--- src/rtl/instr_encoder_pkg.sv ---
// rtl/instr_encoder_pkg.sv - shared 6502 mnemonic/mode enums, encoder states and per-mode instruction length
package instr_encoder_pkg;

    typedef enum logic [5:0] {
        ADC, AND, ASL, BCC, BCS, BEQ, BIT, BMI, BNE, BPL, BRK, BVC, BVS, CLC,
        CLD, CLI, CLV, CMP, CPX, CPY, DEC, DEX, DEY, EOR, INC, INX, INY, JMP,
        JSR, LDA, LDX, LDY, LSR, NOP, ORA, PHA, PHP, PLA, PLP, ROL, ROR, RTI,
        RTS, SBC, SEC, SED, SEI, STA, STX, STY, TAX, TAY, TSX, TXA, TXS, TYA
    } mnem_t;

    typedef enum logic [3:0] {
        MD_IMP, MD_ACC, MD_IMM, MD_ZPG, MD_ZPX, MD_ZPY, MD_ABS,
        MD_ABX, MD_ABY, MD_IND, MD_XIN, MD_INY, MD_REL
    } mode_t;

    typedef enum logic [2:0] {S_IDLE, S_CHECK, S_B0, S_B1, S_B2} state_t;

    localparam logic [1:0] LEN_1 = 2'd1;
    localparam logic [1:0] LEN_2 = 2'd2;
    localparam logic [1:0] LEN_3 = 2'd3;

    function automatic logic [1:0] mode_len(input mode_t m);
        case (m)
            MD_IMP, MD_ACC:                 return LEN_1;
            MD_ABS, MD_ABX, MD_ABY, MD_IND: return LEN_3;
            default:                        return LEN_2;
        endcase
    endfunction

endpackage

--- src/rtl/instr_encoder_if.sv ---
// rtl/instr_encoder_if.sv - instruction input and byte-write channels of the encoder
interface instr_encoder_if;
    import instr_encoder_pkg::*;

    logic        in_valid;
    logic        in_ready;
    mnem_t       in_mnem;
    mode_t       in_mode;
    logic [15:0] in_operand;

    logic        wr_valid;
    logic        wr_ready;
    logic [15:0] wr_addr;
    logic [7:0]  wr_data;

    modport master (
        output in_valid, in_mnem, in_mode, in_operand, wr_ready,
        input  in_ready, wr_valid, wr_addr, wr_data
    );

    modport slave (
        input  in_valid, in_mnem, in_mode, in_operand, wr_ready,
        output in_ready, wr_valid, wr_addr, wr_data
    );
endinterface

--- src/rtl/instr_encoder_opcode_map.sv ---
// rtl/instr_encoder_opcode_map.sv - combinational (mnemonic, mode) -> {legal, opcode, length} table
module instr_encoder_opcode_map
    import instr_encoder_pkg::*;
(
    input  mnem_t      mnem,
    input  mode_t      mode,
    output logic       legal,
    output logic [7:0] opcode,
    output logic [1:0] len
);
    logic [2:0] aaa;
    logic [2:0] bbb;
    logic [1:0] cc;

    // Opcodes with exactly one encoding: branches and implied instructions
    function automatic logic [7:0] fixed_op(input mnem_t m);
        case (m)
            BPL: return 8'h10;
            BMI: return 8'h30;
            BVC: return 8'h50;
            BVS: return 8'h70;
            BCC: return 8'h90;
            BCS: return 8'hB0;
            BNE: return 8'hD0;
            BEQ: return 8'hF0;
            BRK: return 8'h00;
            RTI: return 8'h40;
            RTS: return 8'h60;
            PHP: return 8'h08;
            PLP: return 8'h28;
            PHA: return 8'h48;
            PLA: return 8'h68;
            DEY: return 8'h88;
            TAY: return 8'hA8;
            INY: return 8'hC8;
            INX: return 8'hE8;
            CLC: return 8'h18;
            SEC: return 8'h38;
            CLI: return 8'h58;
            SEI: return 8'h78;
            TYA: return 8'h98;
            CLV: return 8'hB8;
            CLD: return 8'hD8;
            SED: return 8'hF8;
            TXA: return 8'h8A;
            TXS: return 8'h9A;
            TAX: return 8'hAA;
            TSX: return 8'hBA;
            DEX: return 8'hCA;
            NOP: return 8'hEA;
            default: return 8'h00;
        endcase
    endfunction

    assign len = mode_len(mode);

    // The regular instructions follow the aaa_bbb_cc layout of the 6502 opcode matrix
    always_comb begin
        case (mnem)
            AND, ROL, BIT: aaa = 3'd1;
            EOR, LSR:      aaa = 3'd2;
            ADC, ROR:      aaa = 3'd3;
            STA, STX, STY: aaa = 3'd4;
            LDA, LDX, LDY: aaa = 3'd5;
            CMP, DEC, CPY: aaa = 3'd6;
            SBC, INC, CPX: aaa = 3'd7;
            default:       aaa = 3'd0;
        endcase
    end

    always_comb begin
        legal  = 1'b0;
        opcode = 8'h00;
        bbb    = 3'd0;
        cc     = (mnem inside {BIT, STY, LDY, CPY, CPX}) ? 2'b00 : 2'b10;
        case (mnem)
            ORA, AND, EOR, ADC, STA, LDA, CMP, SBC: begin
                legal = 1'b1;
                case (mode)
                    MD_XIN:  bbb = 3'd0;
                    MD_ZPG:  bbb = 3'd1;
                    MD_IMM:  begin bbb = 3'd2; legal = (mnem != STA); end
                    MD_ABS:  bbb = 3'd3;
                    MD_INY:  bbb = 3'd4;
                    MD_ZPX:  bbb = 3'd5;
                    MD_ABY:  bbb = 3'd6;
                    MD_ABX:  bbb = 3'd7;
                    default: legal = 1'b0;
                endcase
                opcode = {aaa, bbb, 2'b01};
            end
            ASL, ROL, LSR, ROR, DEC, INC, STX, LDX, BIT, STY, LDY, CPY, CPX: begin
                case (mode)
                    MD_IMM:  begin bbb = 3'd0; legal = mnem inside {LDX, LDY, CPY, CPX}; end
                    MD_ZPG:  begin bbb = 3'd1; legal = 1'b1; end
                    MD_ACC:  begin bbb = 3'd2; legal = mnem inside {ASL, ROL, LSR, ROR}; end
                    MD_ABS:  begin bbb = 3'd3; legal = 1'b1; end
                    MD_ZPX:  begin bbb = 3'd5; legal = mnem inside {ASL, ROL, LSR, ROR, DEC, INC, STY, LDY}; end
                    MD_ZPY:  begin bbb = 3'd5; legal = mnem inside {STX, LDX}; end
                    MD_ABX:  begin bbb = 3'd7; legal = mnem inside {ASL, ROL, LSR, ROR, DEC, INC, LDY}; end
                    MD_ABY:  begin bbb = 3'd7; legal = (mnem == LDX); end
                    default: legal = 1'b0;
                endcase
                opcode = {aaa, bbb, cc};
            end
            JMP: begin
                legal  = (mode == MD_ABS) || (mode == MD_IND);
                opcode = (mode == MD_IND) ? 8'h6C : 8'h4C;
            end
            JSR: begin
                legal  = (mode == MD_ABS);
                opcode = 8'h20;
            end
            BPL, BMI, BVC, BVS, BCC, BCS, BNE, BEQ: begin
                legal  = (mode == MD_REL);
                opcode = fixed_op(mnem);
            end
            default: begin
                legal  = (mode == MD_IMP);
                opcode = fixed_op(mnem);
            end
        endcase
    end

endmodule

--- src/rtl/instr_encoder.sv ---
// rtl/instr_encoder.sv - encodes one symbolic 6502 instruction into 1-3 byte writes at the location counter
// Optional ENC_ZP_PROMOTE_EN: absolute modes with a zero high byte are re-encoded as zero-page forms.
module instr_encoder
    import instr_encoder_pkg::*;
#(
    parameter logic [15:0] RESET_ORG = 16'h0000,
    parameter int          ERR_CNT_W = 8
) (
    input  logic                 clk,
    input  logic                 rst,
    input  logic                 org_load,
    input  logic [15:0]          org_addr,
    instr_encoder_if.slave       bus,
    output logic                 instr_done,
    output logic                 err,
    output logic [ERR_CNT_W-1:0] err_cnt,
    output logic [15:0]          pc
);
    state_t      state, state_next;
    mnem_t       mnem_q;
    mode_t       mode_q;
    logic [15:0] operand_q;
    logic [7:0]  opcode_q, byte1_q, byte2_q;
    logic [1:0]  len_q;

    logic        map_legal;
    logic [7:0]  map_opcode;
    logic [1:0]  map_len;
    logic        promote;
    logic [7:0]  zp_opcode;
    logic [1:0]  zp_len;
    logic [15:0] rel_off;
    logic        rel_ok;
    logic        chk_legal;
    logic [7:0]  chk_opcode;
    logic [1:0]  chk_len;
    logic        accept;
    logic        wr_fire;
    logic        last_byte;

    instr_encoder_opcode_map u_map (
        .mnem   (mnem_q),
        .mode   (mode_q),
        .legal  (map_legal),
        .opcode (map_opcode),
        .len    (map_len)
    );

`ifdef ENC_ZP_PROMOTE_EN
    mode_t zp_mode;
    logic  zp_legal;

    always_comb begin
        case (mode_q)
            MD_ABS:  zp_mode = MD_ZPG;
            MD_ABX:  zp_mode = MD_ZPX;
            MD_ABY:  zp_mode = MD_ZPY;
            default: zp_mode = MD_IMP;
        endcase
    end

    instr_encoder_opcode_map u_zp_map (
        .mnem   (mnem_q),
        .mode   (zp_mode),
        .legal  (zp_legal),
        .opcode (zp_opcode),
        .len    (zp_len)
    );

    // Jumps always keep their 16-bit target form
    assign promote = zp_legal && (zp_mode != MD_IMP) && (operand_q[15:8] == 8'h00)
                     && !(mnem_q inside {JMP, JSR});
`else
    assign promote   = 1'b0;
    assign zp_opcode = 8'h00;
    assign zp_len    = LEN_2;
`endif

    // Branch offset is relative to the address after the 2-byte branch
    assign rel_off    = operand_q - (pc + 16'd2);
    assign rel_ok     = (rel_off[15:7] == 9'h000) || (rel_off[15:7] == 9'h1FF);
    assign chk_legal  = promote || (map_legal && ((mode_q != MD_REL) || rel_ok));
    assign chk_opcode = promote ? zp_opcode : map_opcode;
    assign chk_len    = promote ? zp_len : map_len;

    assign accept  = (state == S_IDLE) && (state_next == S_CHECK);
    assign wr_fire = bus.wr_valid && bus.wr_ready;

    always_comb begin
        state_next   = state;
        bus.in_ready = 1'b0;
        bus.wr_valid = 1'b0;
        bus.wr_addr  = 16'h0000;
        bus.wr_data  = 8'h00;
        instr_done   = 1'b0;
        err          = 1'b0;
        last_byte    = 1'b0;
        case (state)
            S_IDLE: begin
                bus.in_ready = !org_load && !rst;
                if (bus.in_valid && !org_load && !rst) state_next = S_CHECK;
            end
            S_CHECK: begin
                if (chk_legal) begin
                    state_next = S_B0;
                end else begin
                    err        = 1'b1;
                    state_next = S_IDLE;
                end
            end
            S_B0, S_B1, S_B2: begin
                bus.wr_valid = 1'b1;
                bus.wr_addr  = pc;
                case (state)
                    S_B0:    begin bus.wr_data = opcode_q; last_byte = (len_q == LEN_1); end
                    S_B1:    begin bus.wr_data = byte1_q;  last_byte = (len_q == LEN_2); end
                    default: begin bus.wr_data = byte2_q;  last_byte = 1'b1; end
                endcase
                if (bus.wr_ready) begin
                    if (last_byte) begin
                        instr_done = 1'b1;
                        state_next = S_IDLE;
                    end else begin
                        state_next = (state == S_B0) ? S_B1 : S_B2;
                    end
                end
            end
            default: state_next = S_IDLE;
        endcase
    end

    always_ff @(posedge clk) begin
        if (rst) begin
            state   <= S_IDLE;
            pc      <= RESET_ORG;
            err_cnt <= '0;
        end else begin
            state <= state_next;
            if (state == S_IDLE && org_load) pc <= org_addr;
            else if (wr_fire)                pc <= pc + 16'd1;
            if (err && !(&err_cnt))          err_cnt <= err_cnt + ERR_CNT_W'(1);
        end
    end

    // Instruction fields and resolved bytes; only read in states they were written for
    always_ff @(posedge clk) begin
        if (accept) begin
            mnem_q    <= bus.in_mnem;
            mode_q    <= bus.in_mode;
            operand_q <= bus.in_operand;
        end
        if (state == S_CHECK) begin
            opcode_q <= chk_opcode;
            byte1_q  <= (mode_q == MD_REL) ? rel_off[7:0] : operand_q[7:0];
            byte2_q  <= operand_q[15:8];
            len_q    <= chk_len;
        end
    end

endmodule

--- src/flat_wrapper.sv ---
// flat-port wrapper written by rule: the top's interface ports become plain ports
module instr_encoder_flat import instr_encoder_pkg::*;
#(
    parameter logic [15:0] RESET_ORG = 16'h0000,
    parameter int          ERR_CNT_W = 8
)
  (clk, rst, org_load, org_addr, instr_done, err, err_cnt, pc, bus_in_valid, bus_in_mnem, bus_in_mode, bus_in_operand, bus_wr_ready, bus_in_ready, bus_wr_valid, bus_wr_addr, bus_wr_data);
  instr_encoder_if bus_i ();
  input  logic clk;
  input  logic rst;
  input  logic org_load;
  input  logic [15:0] org_addr;
  output logic instr_done;
  output logic err;
  output logic [ERR_CNT_W-1:0] err_cnt;
  output logic [15:0] pc;
  input wire logic [$bits(bus_i.in_valid)-1:0] bus_in_valid;
  input wire logic [$bits(bus_i.in_mnem)-1:0] bus_in_mnem;
  input wire logic [$bits(bus_i.in_mode)-1:0] bus_in_mode;
  input wire logic [$bits(bus_i.in_operand)-1:0] bus_in_operand;
  input wire logic [$bits(bus_i.wr_ready)-1:0] bus_wr_ready;
  output wire logic [$bits(bus_i.in_ready)-1:0] bus_in_ready;
  output wire logic [$bits(bus_i.wr_valid)-1:0] bus_wr_valid;
  output wire logic [$bits(bus_i.wr_addr)-1:0] bus_wr_addr;
  output wire logic [$bits(bus_i.wr_data)-1:0] bus_wr_data;
  assign bus_i.in_valid = bus_in_valid;
  assign bus_i.in_mnem = bus_in_mnem;
  assign bus_i.in_mode = bus_in_mode;
  assign bus_i.in_operand = bus_in_operand;
  assign bus_i.wr_ready = bus_wr_ready;
  assign bus_in_ready = bus_i.in_ready;
  assign bus_wr_valid = bus_i.wr_valid;
  assign bus_wr_addr = bus_i.wr_addr;
  assign bus_wr_data = bus_i.wr_data;
  instr_encoder #(.RESET_ORG(RESET_ORG), .ERR_CNT_W(ERR_CNT_W)) u_core (.clk(clk), .rst(rst), .org_load(org_load), .org_addr(org_addr), .bus(bus_i), .instr_done(instr_done), .err(err), .err_cnt(err_cnt), .pc(pc));
endmodule
--- config.mk ---
export PLATFORM = sky130hd
export DESIGN_NAME = instr_encoder_flat
export DESIGN_NICKNAME = d
export VERILOG_FILES = /design/src/rtl/instr_encoder_pkg.sv /design/src/rtl/instr_encoder_if.sv /design/src/rtl/instr_encoder_opcode_map.sv /design/src/rtl/instr_encoder.sv /design/src/flat_wrapper.sv
export SDC_FILE = /design/constraint.sdc
export NUM_CORES = 1
export LEC_CHECK = 0
export CORE_UTILIZATION = 46
export CTS_CLUSTER_SIZE = 25
export DETAILED_ROUTE_END_ITERATION = 10
export PLACE_DENSITY = 0.68
export SYNTH_ARGS = -nofsm -noshare
export SYNTH_HDL_FRONTEND = slang
export SYNTH_SLANG_ARGS = --single-unit
--- constraint.sdc ---
create_clock -name clk -period 10.3 [get_ports clk]
set_input_delay 3.09 -clock clk [delete_from_list [all_inputs] [get_ports clk]]
set_output_delay 3.09 -clock clk [all_outputs]
set_load 0.02 [all_outputs]
### After elaboration in Yosys (flattened, before gate mapping)

Memory sizes are Yosys's and may differ from the RTL's. A register that Yosys moved wholly into a read port is not among the register bits.
Index checks and enable logic that the tools add are counted.

| operators by class | value |
|---|---|
| add/subtract/negate cells | 4 |
| equality and inequality tests | 52 |
| multiplexer cells | 33 |
| reduce and logical (&&, ||, !) cells | 36 |

Operators by type and width:

| kind | number |
|---|---|
| $eq 6x5->1 const B | 11 |
| $eq 6x6->1 const B | 8 |
| $mux 16 | 3 |
| $pmux 8 s5 | 1 |
| $eq 6x3->1 const B | 4 |
| $eq 6x4->1 const B | 4 |
| $mux 6 | 4 |
| $pmux 3 s7 | 1 |
| $eq 4x4->1 const B | 5 |
| $add 16x1->16 const B | 1 |
| $add 16x2->16 const B | 1 |
| $eq 4x3->1 const B | 4 |
| $mux 8 | 2 |
| $pmux 8 s2 | 1 |
| $reduce_or 8->1 | 2 |
| $sub 16x16->16 | 1 |
| $pmux 3 s5 | 1 |
| $reduce_or 13->1 | 1 |
| $eq 6x2->1 const B | 2 |
| $mux 3 | 4 |
| $eq 9x9->1 const B | 1 |
| $logic_not 9->1 | 1 |
| $pmux 3 s3 | 1 |
| $add 8x1->8 const B | 1 |
| 32 further kinds | 60 |

| storage, ports and cells | value |
|---|---|
| register bits after elaboration | 79 |
| memory bits (read-only) | 960 |
| bits of input ports | 47 |
| output and inout bits | 52 |
| logic and storage cells | 138 |
| memories kept | 3 |

Memories:

| name | depth | width | rd ports | clocked after Yosys merged registers in | wr ports | line | source |
|---|---|---|---|---|---|---|---|
| (no name shown) | 64 | 6 | 1 | 1 | 0 | instr_encoder_opcode_map.sv:17 | `case (m)` |
| (no name shown) | 64 | 6 | 1 | 1 | 0 | instr_encoder_opcode_map.sv:17 |  |
| (no name shown) | 64 | 3 | 1 | 1 | 0 | instr_encoder_opcode_map.sv:59 | `case (mnem)` |

### Longest topological paths before layout

Gate-level depths: netlist (run 1).

| logic depth | value |
|---|---|
| depth after elaboration | 11 |
| mapped depth | 16 |
| depth with buffers taken out | 16 |

### Cells and area by module

From an unflattened synthesis (run 1), not the netlist that was laid out.

| second synthesis, totals | value |
|---|---|
| cell total of the unflattened synthesis | 722 |
| area, all modules | 6130.9 um2 |

Modules (own cells, without submodules):

| module | instances | cells each | area an instance (um2) | seq. area each (um2) |
|---|---|---|---|---|
| instr_encoder | 1 | 482 | 4628.2 | 2102.0 |
| instr_encoder_opcode_map | 1 | 240 | 1502.7 | 0.0 |

### Worst setup path after synthesis (run 1)

Ideal clock, no wire load.

| path | value |
|---|---|
| path kind | input port to output port |
| start | input port org_load |
| end | output port bus_in_ready |
| arrival | 3.924 ns |
| setup slack | 3.286 ns |
| stages on the path | 1 |
| cells stage by stage | nor4b_1 |

| between the ends | value |
|---|---|
| cells in the longest elaborated chain, start to end | 3 |

RTL lines:

| item | line | source |
|---|---|---|
| start, declared | flat_wrapper.sv:11 | `input logic org_load;` |
| $logic_not 1->1 | instr_encoder.sv:100 | `bus.in_ready = !org_load && !rst;` |
| $logic_and 1x1->1 | instr_encoder.sv:100 |  |
| $mux 1 | instr_encoder.sv:98 | `case (state)` |
| end, declared | flat_wrapper.sv:22 | `output wire logic [$bits(bus_i.in_ready)-1:0] bus_in_ready;` |

No other way between the ends.

### Worst setup path in the final report (run 1)

| path | value |
|---|---|
| start | input port rst |
| end | output port bus_in_ready |

| between the ends | value |
|---|---|
| cells in the longest elaborated chain, start to end | 3 |

RTL lines:

| item | line | source |
|---|---|---|
| start, declared | flat_wrapper.sv:10 | `input logic rst;` |
| $logic_not 1->1 | instr_encoder.sv:100 |  |
| $logic_and 1x1->1 | instr_encoder.sv:100 |  |
| $mux 1 | instr_encoder.sv:98 |  |

No other way between the ends.

==> results of run 1 <==
==> path summary, 6_finish.rpt <==
check	start	end	slack, ps	cells after the start
worst max register to register	u_core.state[0]$_SDFF_PP0_	flop	6370	10
worst min register to register	u_core.operand_q[11]$_DFFE_PN_	u_core.byte2_q[3]$_DFFE_PP_	450	0
worst max-delay path	rst	bus_in_ready	1790	3
worst min-delay path	u_core.operand_q[11]$_DFFE_PN_	u_core.byte2_q[3]$_DFFE_PP_	450	0
==> cells by family after synthesis <==
logic type / Yosys count / synth area share [%]
muxes: 13 / 2.18
xor gates and xnor gates: 30 / 4.09
AOI/OAI and AO/OA: 209 / 22.0
adders and majority gates: 42 / 8.30
buffers and inverters: 109 / 6.57
and+or+nand+nor: 265 / 21.3
DFF: 88 / 35.5
==> area by class of cell <==
class	instances	area (sq um)	area share [%]
sequential	88	2280	29.5
clock buffer	10	229	2.96
multi-input combinational	559	3720	48.0
clock inverter	6	43.8	0.566
tap	176	220	2.84
timing repair buffer	103	1020	13.2
inverter	62	233	3.01
==> Yosys cell counts (all sizes together), types with 13 or more instances <==
cell type	n
nor2	58
xor2	18
o21ai	51
clkbuf	34
a22oi	13
dfxtp	36
a211oi	24
nand3	26
buf	13
a21oi	40
nand2	74
inv	61
nor2b	32
edfxtp	52
ha	41
a31oi	13
==> critical path: stages <==
cell and delay (ps):
clkdlybuf4s50_1 1020, nor4b_1 620, clkdlybuf4s50_1 690
==> per-layer routing <==
layer	routed length (um)	track usage (%)
met5	0	0
met4	442	9.92
met3	920	4.23
met2	8240	40.4
met1	7570	31.9
==> through the flow <==
step / cell area [sq um] / setup WS (ps) / hold slack, ps / utilization [%] / power [W]
final: 7740 / 1790 / 452 / 57.8 / 0.000918
after global routing: 7740 / 1620 / 474 / 57.8 / 0.000960
after CTS: 7740 / 1750 / 455 / 57.8 / 0.000925
after detailed placement: 7470 / 1770 / 449 / 55.7 / 0.000616
after global placement: 7470 / 1810 / 443 / 55.7 / 0.000614
after floorplan: 6420 / 3290 / 426 / - / 0.000550
==> where the power goes <==
group          switching (W)  internal [W]  total [W]  leakage (nW)
clock               0.000143      0.000165   0.000307         0.133
combinational       0.000115     0.0000925   0.000207          1.99
sequential         0.0000172      0.000386   0.000403         0.773
total               0.000275      0.000644   0.000918          2.89
==> sequential cells by signal, indices dropped and copies added, names as in the netlist, named ones only <==
register / count
u_core.operand_q: 16
u_core.pc: 16
u_core.byte1_q: 8
u_core.byte2_q: 8
u_core.err_cnt: 8
u_core.opcode_q: 8
u_core.mnem_q: 6
u_core.mode_q: 4
u_core.state: 3
u_core.u_map.aaa: 3
u_core.len_q: 2
==> results.txt, run 1 <==
- The run finished with clean final reports.
- The detailed router placed 5925 vias in this run.
- Classification of the worst-slack hold path: flop to flop
- Final period util: around 83%
- After synthesis, the largest area contributor takes up 24.3% of total cell area.
- Sequential-to-total area share from yosys stat: 35.5%
- Die H: ~120 um
- Final antenna diode count: 0
* Required time of the critical path: 7210 ps
* Actual slew at the worst max-slew pin: ~1200 ps
- FFs w/ async S/R, synth: 0%
* Leakage: about 2.9 nW
* Synthesized Nets: between 800 and 900
* Clock root buffer master: clkbuf_16
- Highest ir drop seen on vdd: ~0.083 mV
- Number of enable-type register cells in the synthesized netlist: 52
- After detailed placement, the design holds a cell count of 988.
- Area of the core region: 13400 sq um
- Global routing used 24.6% of the available tracks across all layers.
- # Max-Cap Violations: 0
- Cell area after synthesis: ~6400 sq um
- TritonCTS built the clock tree.
* TritonCTS Buffers: 9
- Counting along the longest clock path gives a buffer depth of 2.
- Final nets: just over 900
- Power per Cell Area: approximately 120 nW/um^2
- Post-synthesis register bit count: 88
- Hold-fix buffers, CTS: 0
- Dominant register cell in the synthesized netlist: edfxtp_1
* Detailed-route DRC error count: 0
- The floorplan step set the die width to ~120 um.
- Clock sink total: between 80 and 90
* Most common cell after layout, fill and taps aside: clkdlybuf4s50_1
- The biggest area contributor in the post-synthesis netlist is edfxtp_1.
- The number of global-route vias before repair is 5504.
- Starting density of the core: 47.9%
- The worst setup path is of the input port to output port kind.
- The top cell types in the final layout, fill and taps aside, are clkdlybuf4s50_1 (98), nand2_1 (74), inv_1 (61).
* Number of fill cells in the layout: 1213
- In the final routed layout, each cell accounts on average for between 15 and 20 um.
- Relative to the synthesized area, the layout overhead comes to 20.6%.
- # Post-CTS Setup Buffers: 0
- In this run the worst path has a maximum fanout of 29.
* Overflow left after global routing: 0
- Each instance of the synthesized netlist takes up on average ~8.5 sq um.
- Hold violation total from the final report: 0
* Fin cells: 1004
* Top-level port count: 99
- Headroom to the max-slew limit: just over 20%
- The die covers 14400 sq um.
* Number of placement rows: 42
- For this block, the initial DRC count from the detailed router was 430.
* Clock edge transition at the registers on the reported setup and hold paths: 60 ps
- Antenna violations before repair: 0
* Sum of negative setup slack: 0 ps
- For this run, the number of Yosys warnings is 0.
- Number of setup violations in the final report: 0
* Final Routed Wirelength: 17.2 mm
- Instance count of the mapped netlist: 756
* Number of library cell types mapped by synthesis: between 70 and 80
- Port Buf Inserts: 98
- Detailed-router iteration count before antenna repair: 7
- Once detailed placement completed, the half-perimeter wirelength came to 12.7 mm.
- Highest clock frequency the design can meet: around 120 MHz
- Yosys attributes the largest share of cell area to edfxtp_1 (24%), dfxtp_1 (11%), ha_1 (8.0%), nand2_1 (4.3%), o21ai_0 (3.9%).
- The final number of max-transition violations came to 0.
* Number of routed nets with antenna violations: 0
* Vias per inst: ~5.9
- Gates resized, CTS repair: 0
- Largest net degree at the start of global routing: 34
- The worst setup path is captured at an output port.
- Clock insertion delay at the later pin of the skew report: 350 ps
- On the final layout, the worst clock skew is between 6 and 7 ps.
* RSZ-0062 raised after global routing: false
- Fraction of final layout cells with drive strength greater than 1: 6.28%
* Critical path launch point type: input port
- H-tree depth reported by CTS: 3
- For the finished layout, the period the worst path requires is 8510 ps.
* Final weighted congestion in routability-driven placement: a little under 0.9
- Data arrival at the endpoint of the critical path: 5420 ps
- First-pass GRT wire length: between 20 and 30 mm
No activity file was read; power rests on OpenSTA's default activity.
==> inputs of run 2 (changes only) <==
==> constraint.sdc (replaced) <==
create_clock -name clk -period 8.2 [get_ports clk]
set_input_delay 2.46 -clock clk [delete_from_list [all_inputs] [get_ports clk]]
set_output_delay 2.46 -clock clk [all_outputs]
set_load 0.02 [all_outputs]
==> results.txt, run 2 (synthesized netlist as in run 1, its figures left out) <==
- Result of the run: complete, no violations
- Leakage: around 2.9 nW
* Final HPWL DP: 12.6 mm
* Largest net degree at the start of global routing: 34
- Setup violations remaining at the end of the flow were counted as 0.
- Hold is met by about 460 ps.
- The number of global-route vias before repair is between 5000 and 6000.
- Highest ir drop seen on vdd: 0.112 mV
- The floorplan has 42 rows.
* TritonCTS Buffers: 9
* Clock share of power: 36.2%
- The net count of the finished layout is 912.
- Detailed-router iteration count before antenna repair: 5
* CTS tree: done
* Sequential cell fraction of total power: 42.1%
- The clock net in this run drives a total of 88 sinks.
* Die H: about 120 um
- Final period util: roughly 83%
- Overall fraction of global-route tracks in use: 24.4%
- In this run the most critical hold path is launched from u_core.operand_q[12]$_DFFE_PN_.
- Switching Power: 0.000359 W
- Switching part of the total power: between 20 and 30%
* Most common cell after layout, fill and taps aside: clkdlybuf4s50_1
- After detailed routing, the total wire length is about 17 mm.
- Category of the worst setup path capture point: output port
* H-tree depth reported by CTS: 3
- Chip width: 120 um
- Power per Cell Area: between 150 and 200 nW/um^2
- Via count: 5866
- Data on the critical path is required at its endpoint by ~5700 ps.
- The worst register-to-register path begins at u_core.operand_q[7]$_DFFE_PN_.
- Number of fill cells in the layout: 1207
- Source of the critical timing path: u_core.operand_q[7]$_DFFE_PN_
- Summing all placed instances gives a cell area of 7470 sq um.
- The total overflow left after global routing is 0.
* Commonest cells after routing, fill and taps aside: clkdlybuf4s50_1 (98), nand2_1 (74), inv_1 (61)
* First-pass GRT wire length: roughly 28 mm
* Area of the multi-input gates: 3720 sq um
- Min Tclk post-route: 6780 ps
* Data arrival at the endpoint of the critical path: 4320 ps
* Post-route cell area: between 7000 and 8000 sq um
- Once the clock tree was built, the resizer swapped 0 gates to a different size.
* # Post-CTS Setup Buffers: 0
- In this run the remaining antenna-violating nets after routing total 0.
- Measured against its own limit, the worst slew margin works out to about a fifth.
- The critical path is of the flop to output port type.
- Clock edge transition at the registers on the reported setup and hold paths: 70 ps
* # Max-Cap Violations: 0
* Clock root buffer master: clkbuf_16
- Initial drt markers: 469
- Based on the critical path, the design can be clocked at up to 148 MHz.
- In the final layout, the share of cells above drive strength 1 is 6.40%.
- Combinational share of power: 21.8%
- In this run the worst path has a maximum fanout of 12.
* Area growth from synthesis to layout: 21.2%
* Setup clock skew after layout: 8.66 ps
- The final-report hold violation count came to 0.
- The floorplan step defined a core boundary enclosing 13400 sq um.
* Hold-fix buffers, CTS: 0
* Largest registers ranked by flip-flop count: u_core.operand_q: 16 flops, u_core.pc: 16 flops
- 0 antenna diodes ended up in the layout.
- Total area of sequential cells: 2280 sq um
- Starting density of the core: 47.9%
- Critical path launch point type: flop
* Port Buf Inserts: 98
- After detailed routing, the number of vias per cell comes to 5.84.
* WL/cell: 16.9 um
* Classification of the worst-slack hold path: flop to flop
- Internal power comes to 0.000844 W.
- Actual slew at the worst max-slew pin: 1190 ps
- Sum of negative setup slack: 0 ps
- The floorplan step defined a die boundary enclosing 14400 sq um.
- Final weighted congestion in routability-driven placement: 0.894
* RSZ-0062 raised after global routing: false
- Pins Over Slew Limit: 0
* Top-level port count: 99
- Detailed-route DRC error count: 0
- The initial antenna violation count came to 0.
- Longest Clk Path Bufs: 2
- Clock insertion delay at the later pin of the skew report: 350 ps
-- run 2: cell count changes in the layout (fill, tap and decap cells not counted), sizes merged --
cell,previous run,this run
bufinv,0,1
clkbuf,10,9
inv,63,66
clkinvlp,1,0
clkinv,4,2
-- run 2: power groups by stage --
stage,clock [W],combinational [W],sequential (W)
final,0.000435,0.000262,0.000506
after global routing,0.000461,0.000288,0.000509
after CTS,0.000442,0.000260,0.000506
after detailed placement,0,0.000257,0.000516
after global placement,0,0.000254,0.000515
after floorplan,0,0.000179,0.000512
-- run 2: critical path, cell delays in order, from the launching register on --
cell and delay [ps]:
edfxtp_1 380, inv_1 50, ha_1 260, inv_1 40, ha_1 470, a21oi_1 120, o21ai_0 400, a2111oi_0 200
a211oi_1 510, nand3_1 130, and4bb_2 340, nand3_1 130, a21boi_4 270, nor2_1 110, clkdlybuf4s50_1 550
-- run 2: final cells by class --
type | count | share of cell area [%]
clock buffer | 9 | 2.89
timing repair buffer | 103 | 13.1
tap | 176 | 2.83
sequential | 88 | 29.3
inverter | 62 | 2.99
multi-input combinational | 559 | 47.8
clock inverter | 7 | 1.09
-- run 2: worst paths after layout --
check | to | cells past startpoint | slack [ps]
min reg2reg | u_core.byte2_q[4]$_DFFE_PP_ | 0 | 460
max reg2reg | u_core.err_cnt[6]$_SDFFE_PP0P_ | 13 | 4380
max | err | 14 | 1420
min | u_core.byte2_q[4]$_DFFE_PP_ | 0 | 460
-- run 2: stage by stage --
step | worst slack, ps | utilization (%) | cells | total power, W
floorplan | 2450 | - | 756 | 0.000691
global placement | 1590 | 55.7 | 988 | 0.000770
detailed placement | 1580 | 55.7 | 988 | 0.000773
CTS | 1450 | 58.1 | 1004 | 0.00121
global route | 1140 | 58.1 | 1004 | 0.00126
finish | 1420 | 58.1 | 1004 | 0.00120
-- run 2: metal layers --
layer	GRT usage [%]	vias up	wire length [um]	part of all wire (%)
li1	-	2875	-	-
met1	31.5	2778	7550	44
met2	41.2	187	8340	49
met3	3.94	26	725	4.3
met4	8.59	0	375	2.2
met5	0	-	0	0
